$ cat src/rtl/store_buffer_pkg.sv
// Shared definitions for the store buffer, data memory and controller:
// store width codes and the layout of one buffered store.
package store_buffer_pkg;

    localparam logic [1:0] DM_SW = 2'b00;
    localparam logic [1:0] DM_SH = 2'b01;
    localparam logic [1:0] DM_SB = 2'b11;

    typedef struct packed {
        logic        valid;
        logic [31:0] pc;
        logic [1:0]  ctr;
        logic [31:0] data;
        logic [31:0] addr;
    } sb_entry_t;

endpackage

$ cat src/rtl/store_buffer_if.sv
// M-stage / data-memory side signals of the store buffer.
// The master is the pipeline and memory side. The slave is the buffer.
interface store_buffer_if #(
    parameter int DEPTH = 4
) ();

    localparam int CW = $clog2(DEPTH) + 1;

    logic          st_valid;
    logic [31:0]   st_addr;
    logic [31:0]   st_data;
    logic [1:0]    st_ctr;
    logic [31:0]   st_pc;
    logic          ld_valid;
    logic [31:0]   ld_addr;
    logic          drain_en;
    logic          stall;
    logic          memwrite;
    logic [31:0]   memaddr;
    logic [31:0]   dmi;
    logic [1:0]    dmictr;
    logic [31:0]   dm_pc;
    logic [CW-1:0] count;
    logic          empty;

    modport master (
        output st_valid, st_addr, st_data, st_ctr, st_pc, ld_valid, ld_addr, drain_en,
        input  stall, memwrite, memaddr, dmi, dmictr, dm_pc, count, empty
    );

    modport slave (
        input  st_valid, st_addr, st_data, st_ctr, st_pc, ld_valid, ld_addr, drain_en,
        output stall, memwrite, memaddr, dmi, dmictr, dm_pc, count, empty
    );

endinterface

$ cat src/rtl/store_buffer_fifo.sv
// In-order entry storage for the store buffer.
// All entries are exposed so the parent can run the load-hazard compare in parallel.
module store_fifo
    import store_buffer_pkg::*;
#(
    parameter int DEPTH = 4
) (
    input  logic                        clk,
    input  logic                        rst,
    input  logic                        push,
    input  sb_entry_t                   push_entry,
    input  logic                        pop,
    output sb_entry_t                   head,
    output sb_entry_t [DEPTH-1:0]       entries,
    output logic [$clog2(DEPTH):0]      count,
    output logic                        full,
    output logic                        empty
);

    localparam int PW = $clog2(DEPTH);
    localparam int CW = PW + 1;

    sb_entry_t [DEPTH-1:0] mem_q, mem_d;
    logic [PW-1:0]         head_q, head_d;
    logic [PW-1:0]         tail_q, tail_d;
    logic [CW-1:0]         count_q, count_d;
    logic                  do_push, do_pop;

    assign full    = (count_q == CW'(DEPTH));
    assign empty   = (count_q == '0);
    assign do_push = push && !full;
    assign do_pop  = pop && !empty;

    always_comb begin
        mem_d   = mem_q;
        head_d  = head_q;
        tail_d  = tail_q;
        count_d = count_q + CW'(do_push) - CW'(do_pop);
        // Head and tail alias only when empty or full, so push and pop never hit the same slot.
        if (do_push) begin
            mem_d[tail_q]       = push_entry;
            mem_d[tail_q].valid = 1'b1;
            tail_d              = tail_q + 1'b1;
        end
        if (do_pop) begin
            mem_d[head_q].valid = 1'b0;
            head_d              = head_q + 1'b1;
        end
    end

    always_ff @(posedge clk or negedge rst) begin
        if (!rst) begin
            mem_q   <= '0;
            head_q  <= '0;
            tail_q  <= '0;
            count_q <= '0;
        end else begin
            mem_q   <= mem_d;
            head_q  <= head_d;
            tail_q  <= tail_d;
            count_q <= count_d;
        end
    end

    assign head    = mem_q[head_q];
    assign entries = mem_q;
    assign count   = count_q;

endmodule

$ cat src/rtl/store_buffer.sv
// Store buffer between the M stage and the data memory write port: accepts stores,
// drains them in order, and stalls loads that read a word still pending.
module store_buffer
    import store_buffer_pkg::*;
#(
    parameter int DEPTH = 4,
    parameter int AW    = 12
) (
    input  logic          clk,
    input  logic          rst,
    store_buffer_if.slave bus
);

    sb_entry_t [DEPTH-1:0] entries;
    sb_entry_t             head;
    sb_entry_t             push_entry;
    logic                  full, empty;
    logic                  push, pop;
    logic                  ld_req, hit;
    logic                  unused_ld_bits;

    assign push = bus.st_valid && !full;
    assign pop  = bus.drain_en && !empty;

    always_comb begin
        push_entry       = '0;
        push_entry.valid = 1'b1;
        push_entry.addr  = bus.st_addr;
        push_entry.data  = bus.st_data;
        push_entry.pc    = bus.st_pc;
        // The unused 2'b10 code is folded onto DM_SB so memory only ever sees legal codes.
        push_entry.ctr   = (bus.st_ctr == 2'b10) ? DM_SB : bus.st_ctr;
    end

    store_fifo #(
        .DEPTH(DEPTH)
    ) u_fifo (
        .clk        (clk),
        .rst        (rst),
        .push       (push),
        .push_entry (push_entry),
        .pop        (pop),
        .head       (head),
        .entries    (entries),
        .count      (bus.count),
        .full       (full),
        .empty      (empty)
    );

    // A store and a load in the same cycle are treated as a store only.
    assign ld_req = bus.ld_valid && !bus.st_valid;

    always_comb begin
        hit = 1'b0;
        for (int unsigned i = 0; i < DEPTH; i++) begin
            if (entries[i].valid && (entries[i].addr[AW-1:2] == bus.ld_addr[AW-1:2]))
                hit = 1'b1;
        end
        hit = hit && ld_req;
    end

    assign unused_ld_bits = ^{bus.ld_addr[31:AW], bus.ld_addr[1:0]};

    assign bus.stall    = (bus.st_valid && full) || hit;
    assign bus.memwrite = pop;
    assign bus.memaddr  = empty ? '0 : head.addr;
    assign bus.dmi      = empty ? '0 : head.data;
    assign bus.dmictr   = empty ? '0 : head.ctr;
    assign bus.dm_pc    = empty ? '0 : head.pc;
    assign bus.empty    = empty;

endmodule
$ cat src/flat_wrapper.sv
// flat-port wrapper written by rule: the top's interface ports become plain ports
module store_buffer_flat import store_buffer_pkg::*;
#(
    parameter int DEPTH = 4,
    parameter int AW    = 12
)
  (clk, rst, bus_st_valid, bus_st_addr, bus_st_data, bus_st_ctr, bus_st_pc, bus_ld_valid, bus_ld_addr, bus_drain_en, bus_stall, bus_memwrite, bus_memaddr, bus_dmi, bus_dmictr, bus_dm_pc, bus_count, bus_empty);
  store_buffer_if #(.DEPTH(DEPTH)) bus_i ();
  input  logic clk;
  input  logic rst;
  input wire logic [$bits(bus_i.st_valid)-1:0] bus_st_valid;
  input wire logic [$bits(bus_i.st_addr)-1:0] bus_st_addr;
  input wire logic [$bits(bus_i.st_data)-1:0] bus_st_data;
  input wire logic [$bits(bus_i.st_ctr)-1:0] bus_st_ctr;
  input wire logic [$bits(bus_i.st_pc)-1:0] bus_st_pc;
  input wire logic [$bits(bus_i.ld_valid)-1:0] bus_ld_valid;
  input wire logic [$bits(bus_i.ld_addr)-1:0] bus_ld_addr;
  input wire logic [$bits(bus_i.drain_en)-1:0] bus_drain_en;
  output wire logic [$bits(bus_i.stall)-1:0] bus_stall;
  output wire logic [$bits(bus_i.memwrite)-1:0] bus_memwrite;
  output wire logic [$bits(bus_i.memaddr)-1:0] bus_memaddr;
  output wire logic [$bits(bus_i.dmi)-1:0] bus_dmi;
  output wire logic [$bits(bus_i.dmictr)-1:0] bus_dmictr;
  output wire logic [$bits(bus_i.dm_pc)-1:0] bus_dm_pc;
  output wire logic [$bits(bus_i.count)-1:0] bus_count;
  output wire logic [$bits(bus_i.empty)-1:0] bus_empty;
  assign bus_i.st_valid = bus_st_valid;
  assign bus_i.st_addr = bus_st_addr;
  assign bus_i.st_data = bus_st_data;
  assign bus_i.st_ctr = bus_st_ctr;
  assign bus_i.st_pc = bus_st_pc;
  assign bus_i.ld_valid = bus_ld_valid;
  assign bus_i.ld_addr = bus_ld_addr;
  assign bus_i.drain_en = bus_drain_en;
  assign bus_stall = bus_i.stall;
  assign bus_memwrite = bus_i.memwrite;
  assign bus_memaddr = bus_i.memaddr;
  assign bus_dmi = bus_i.dmi;
  assign bus_dmictr = bus_i.dmictr;
  assign bus_dm_pc = bus_i.dm_pc;
  assign bus_count = bus_i.count;
  assign bus_empty = bus_i.empty;
  store_buffer #(.DEPTH(DEPTH), .AW(AW)) u_core (.clk(clk), .rst(rst), .bus(bus_i));
endmodule
$ cat config.mk
export PLATFORM = sky130hd
export DESIGN_NAME = store_buffer_flat
export DESIGN_NICKNAME = d
export VERILOG_FILES = /design/src/rtl/store_buffer_pkg.sv /design/src/rtl/store_buffer_if.sv /design/src/rtl/store_buffer_fifo.sv /design/src/rtl/store_buffer.sv /design/src/flat_wrapper.sv
export SDC_FILE = /design/constraint.sdc
export NUM_CORES = 1
export LEC_CHECK = 0
export CORE_MARGIN = 2
export CORE_UTILIZATION = 55
export DETAILED_ROUTE_END_ITERATION = 7
export DONT_BUFFER_PORTS = 1
export GPL_ROUTABILITY_DRIVEN = 0
export PLACE_DENSITY = 0.7
export SLEW_MARGIN = 25
export SYNTH_ARGS = -nofsm -noshare
export SYNTH_HDL_FRONTEND = slang
export SYNTH_HIERARCHICAL = 1
export SYNTH_SLANG_ARGS = --single-unit
$ cat constraint.sdc
create_clock -name clk -period 4.35 [get_ports clk]
set_clock_uncertainty 0.1 [all_clocks]
set_input_delay 1.0875 -clock clk [delete_from_list [all_inputs] [get_ports clk]]
set_output_delay 1.0875 -clock clk [all_outputs]
set_load 0.05 [all_outputs]
==> results of run 1 <==
-- per-layer routing --
metal  vias up  global-route usage  wire length (um)
li1      10100                   -                 -
met3       120              0.0495              5440
met5         -                   0                12
met2       746               0.430             36300
met4         2              0.0935              1880
met1     11500               0.415             35000
-- placed cells by master (no fill, tap or decap), types with 5 or more instances in the layout --
cell type and instances:
mux4_2 98, ha_1 6, clkbuf_8 12, and3_1 392
xnor2_1 43, nor4bb_1 392, clkbuf_1 7, dfrtp_4 5
a211o_1 392, clkbuf_16 49, clkinv_2 9, a21boi_0 392
nor2b_1 98, nand4_1 8, inv_1 9, dfrtp_1 398
buf_12 18, buf_4 118, nor3_1 8
-- area by class of cell --
cell class / count / area (um2) / share of cell area
inverter: 9 / 33.8 / 0.00111
clock buffer: 68 / 1420 / 0.0465
sequential: 403 / 10100 / 0.332
antenna: 1 / 2.50 / 0.0000822
tap: 680 / 851 / 0.0279
clock inverter: 16 / 190 / 0.00624
multi-input combinational: 1871 / 16500 / 0.542
timing repair buffer: 140 / 1360 / 0.0445
-- worst max-delay path, stage by stage (launching register included) --
cell and delay, ns:
dfrtp_4 0.95, buf_12 0.35, mux4_2 0.43, nor2b_1 0.17, buf_4 0.20
-- worst max path at each step --
stage,startpoint,to,slack [ns],cells after the start
after floorplan,u_core/u_fifo/count[0],u_core/u_fifo/count[2],0.07,17
after global placement,u_core/u_fifo/head_q[0],bus_dm_pc[28],1.06,4
after detailed placement,u_core/u_fifo/head_q[0],bus_dmictr[0],1.05,4
after CTS,u_core/u_fifo/head_q[0],bus_dm_pc[22],0.40,4
after global routing,u_core/u_fifo/head_q[0],bus_dm_pc[22],0.32,4
final,u_core/u_fifo/head_q[1],bus_dm_pc[31],0.45,4
-- through the flow --
step	utilization	hold WS, ns	setup WS [ns]	cell area [um2]	cells
5_1_grt	0.595	0.0654	0.320	30500	3188
2_1_floorplan	-	0.442	0.0677	28400	2682
3_3_place_gp	0.561	0.501	1.06	28700	3098
4_1_cts	0.593	0.0765	0.396	30400	3183
3_5_place_dp	0.561	0.504	1.05	28700	3099
6_report	0.595	0.0957	0.449	30500	3188
==> impl_metrics.ini, run 1 <==
[logic_synthesis]
synth_nets = 2828
syn_inst = 2682
synthesis.area_um2 = 28400
syn_avg_cell_area_um2 = 10.6
yosys_warnings = 6

[global_routing]
grt_max_degree = 404
antenna_found_initial = 3
grt_pass1_vias = 22400
grt-ovfl-total = 0
grt_first_pass_wirelength_um = 125000
grtUsageTotal = 0.285

[outcome]
status = complete, no violations

[critical_path]
r2r_start = u_core/u_fifo/count[0]
cp-start-kind = flip-flop
cp-end-kind = output pin
critical_path_class = flip-flop to output pin
critPathMaxFanout = 38
ff2ff_path_depth = 11
arrival_ns = 2.71
cp_data_required_time_ns = 3.16
r2r_end = u_core/u_fifo/count[2]
regToRegSetupSlack_ns = 1.12

[place]
portBuffers = 0
dp_hpwl_um = 38400

[timing]
post-route-period-util = 0.897
drv_slew = 0
hold_viol = 0
tightest_slew_ns = 1.12
max_freq_ghz = 0.256
setup_violations = 0
min_period_ns = 3.90
tns_ns = 0
max-slew-margin-rel = 0.255
rsz0062_at_grt = no

[final_layout]
syn_to_final_growth_pct = 7.11
drive_above_1_share = 0.132
fill_cells = 4149
nets = 2619

[floorplan]
core_area_um2 = 51200
die_area_um2 = 53500
die_h_um = 231
chipWidth_um = 231
initial_core_util = 0.555
std_cell_rows = 83
io_pins = 239

[cts]
clkTransAtPathRegs_ns = 0.06
cts_tree = yes
hold_buffers = 0
clk_latency_ns = 0.58
cts_buffers = 48
cts.repair.resized = 0
clock-root-buffer = clkbuf_16
clockBufferDepth = 3
post_cts_buffers = 0
cts_num_sinks = 403
ctsHtreeMaxLevel = 2

[route]
drt_iter0_markers = 2496
postRouteAntennaNets = 0
vias = 22400
wire_per_inst_um = 24.7
finalWirelength_um = 78700
drc = 0
drt-pass1-iter-count = 5
via_per_inst = 7.03

[worst_hold_path]
min_path_type = input pin to async pin

[job]
maxCapViolCount = 0
Power of run 1 is not shown: default switching activity piles up to over one toggle a cycle in this logic, so the estimate is an artifact.
==> run 2, diff against run 1 <==
--- a/config.mk
+++ b/config.mk
@@ -10,6 +10,7 @@
 export DETAILED_ROUTE_END_ITERATION = 7
 export DONT_BUFFER_PORTS = 1
 export GPL_ROUTABILITY_DRIVEN = 0
+export MAX_ROUTING_LAYER = met4
 export PLACE_DENSITY = 0.7
 export SLEW_MARGIN = 25
 export SYNTH_ARGS = -nofsm -noshare
==> impl_metrics.ini, run 2 (synthesized netlist as in run 1, its figures left out) <==
[critical_path]
cp_data_required_time_ns = 3.16
regToRegSetupSlack_ns = 1.11
setup.worst_path.start = u_core/u_fifo/head_q[1]
r2r_start = u_core/u_fifo/count[0]
cp-start-kind = flip-flop
critPathMaxFanout = 38
critical_path_class = flip-flop to output pin
cp-end-kind = output pin
arrival_ns = 2.72
ff2ff_path_depth = 11
cp-endpoint = bus_dm_pc[31]
r2r_end = u_core/u_fifo/count[2]

[cts]
cts_buffers = 48
cts_tree = yes
cts.repair.resized = 0
clk_latency_ns = 0.58
clock-root-buffer = clkbuf_16
post_cts_buffers = 0
cts_num_sinks = 403
hold_buffers = 0
clkTransAtPathRegs_ns = 0.06
clockBufferDepth = 3
ctsHtreeMaxLevel = 2

[final_layout]
instances_no_fill = 3188
drive_above_1_share = 0.132
fin_util = 0.595
final_common_cell = dfrtp_1
nets = 2618
final_cell_mix = dfrtp_1, and3_1, nor4bb_1, a21boi_0, a211o_1
syn_to_final_growth_pct = 7.06

[timing]
drv_slew = 0
max_freq_ghz = 0.256
rsz0062_at_grt = no
hold_viol = 0
max-slew-margin-rel = 0.307
min_period_ns = 3.91
tightest_slew_ns = 1.04
setup_violations = 0
tns_ns = 0
post-route-period-util = 0.899

[global_routing]
antenna_found_initial = 3
grtUsageTotal = 0.293
grt_pass1_vias = 22400
grt_max_degree = 404
grt-ovfl-total = 0
grt_first_pass_wirelength_um = 125000

[floorplan]
initial_core_util = 0.555
die_area_um2 = 53500
std_cell_rows = 83
io_pins = 239
chipWidth_um = 231
die_h_um = 231
core_area_um2 = 51200

[route]
drc = 0
via_per_inst = 7.06
finalWirelength_um = 78700
wire_per_inst_um = 24.7
drt_iter0_markers = 2588
vias = 22500
drt-pass1-iter-count = 5
postRouteAntennaNets = 0

[place]
dp_hpwl_um = 38400
portBuffers = 0
dp_cells = 3099

[worst_hold_path]
min_path_type = input pin to async pin

[outcome]
status = complete, no violations

[job]
maxCapViolCount = 0
-- run 2: cell count changes in the layout (fill, tap and decap cells not counted) --
cell | previous run | this run
buf_6 | 0 | 1
buf_4 | 118 | 117
buf_12 | 18 | 17
diode_2 | 1 | 2
-- run 2: per-stage QoR --
| stage | worst slack, ns | hold WS (ns) | instance area, um2 |
|---|---|---|---|
| 2_1_floorplan | 0.0677 | 0.442 | 28400 |
| 3_3_place_gp | 1.06 | 0.501 | 28700 |
| 3_5_place_dp | 1.05 | 0.504 | 28700 |
| 4_1_cts | 0.396 | 0.0765 | 30400 |
| 5_1_grt | 0.320 | 0.0655 | 30400 |
| 6_report | 0.439 | 0.0965 | 30400 |
-- run 2: layout make-up --
class | instances | area (um2)
flip-flops and latches | 403 | 10100
multi-input cells | 1871 | 16500
fillers | 4149 | 20800
inverters | 9 | 33.8
clock inverters | 16 | 190
well taps | 680 | 851
repair buffers | 139 | 1340
diodes | 2 | 5.00
clock buffers | 68 | 1420
-- run 2: metal layers --
layer  track usage  part of all wire
met4        0.0901             0.023
met3        0.0475             0.066
met1         0.415              0.45
met5             -                 0
met2         0.434              0.46
-- run 2: critical path: stages (launching register included) --
cell	delay (ns)
dfrtp_4	0.96
buf_12	0.35
mux4_2	0.44
nor2b_1	0.18
buf_4	0.20
-- run 2: worst min path at each step --
stage | depth (start not counted) | slack (ns) | endpoint | startpoint
floorplan | 2 | 0.44 | u_core/u_fifo/tail_q[1] | u_core/u_fifo/tail_q[1]
global placement | 1 | 0.50 | u_core/u_fifo/count[2] | u_core/u_fifo/count[2]
detailed placement | 1 | 0.50 | u_core/u_fifo/count[2] | u_core/u_fifo/count[2]
CTS | 0 | 0.08 | async pin | rst
global route | 0 | 0.07 | async pin | rst
finish | 0 | 0.1 | async pin | rst
Power of run 2 is left out for the same reason.
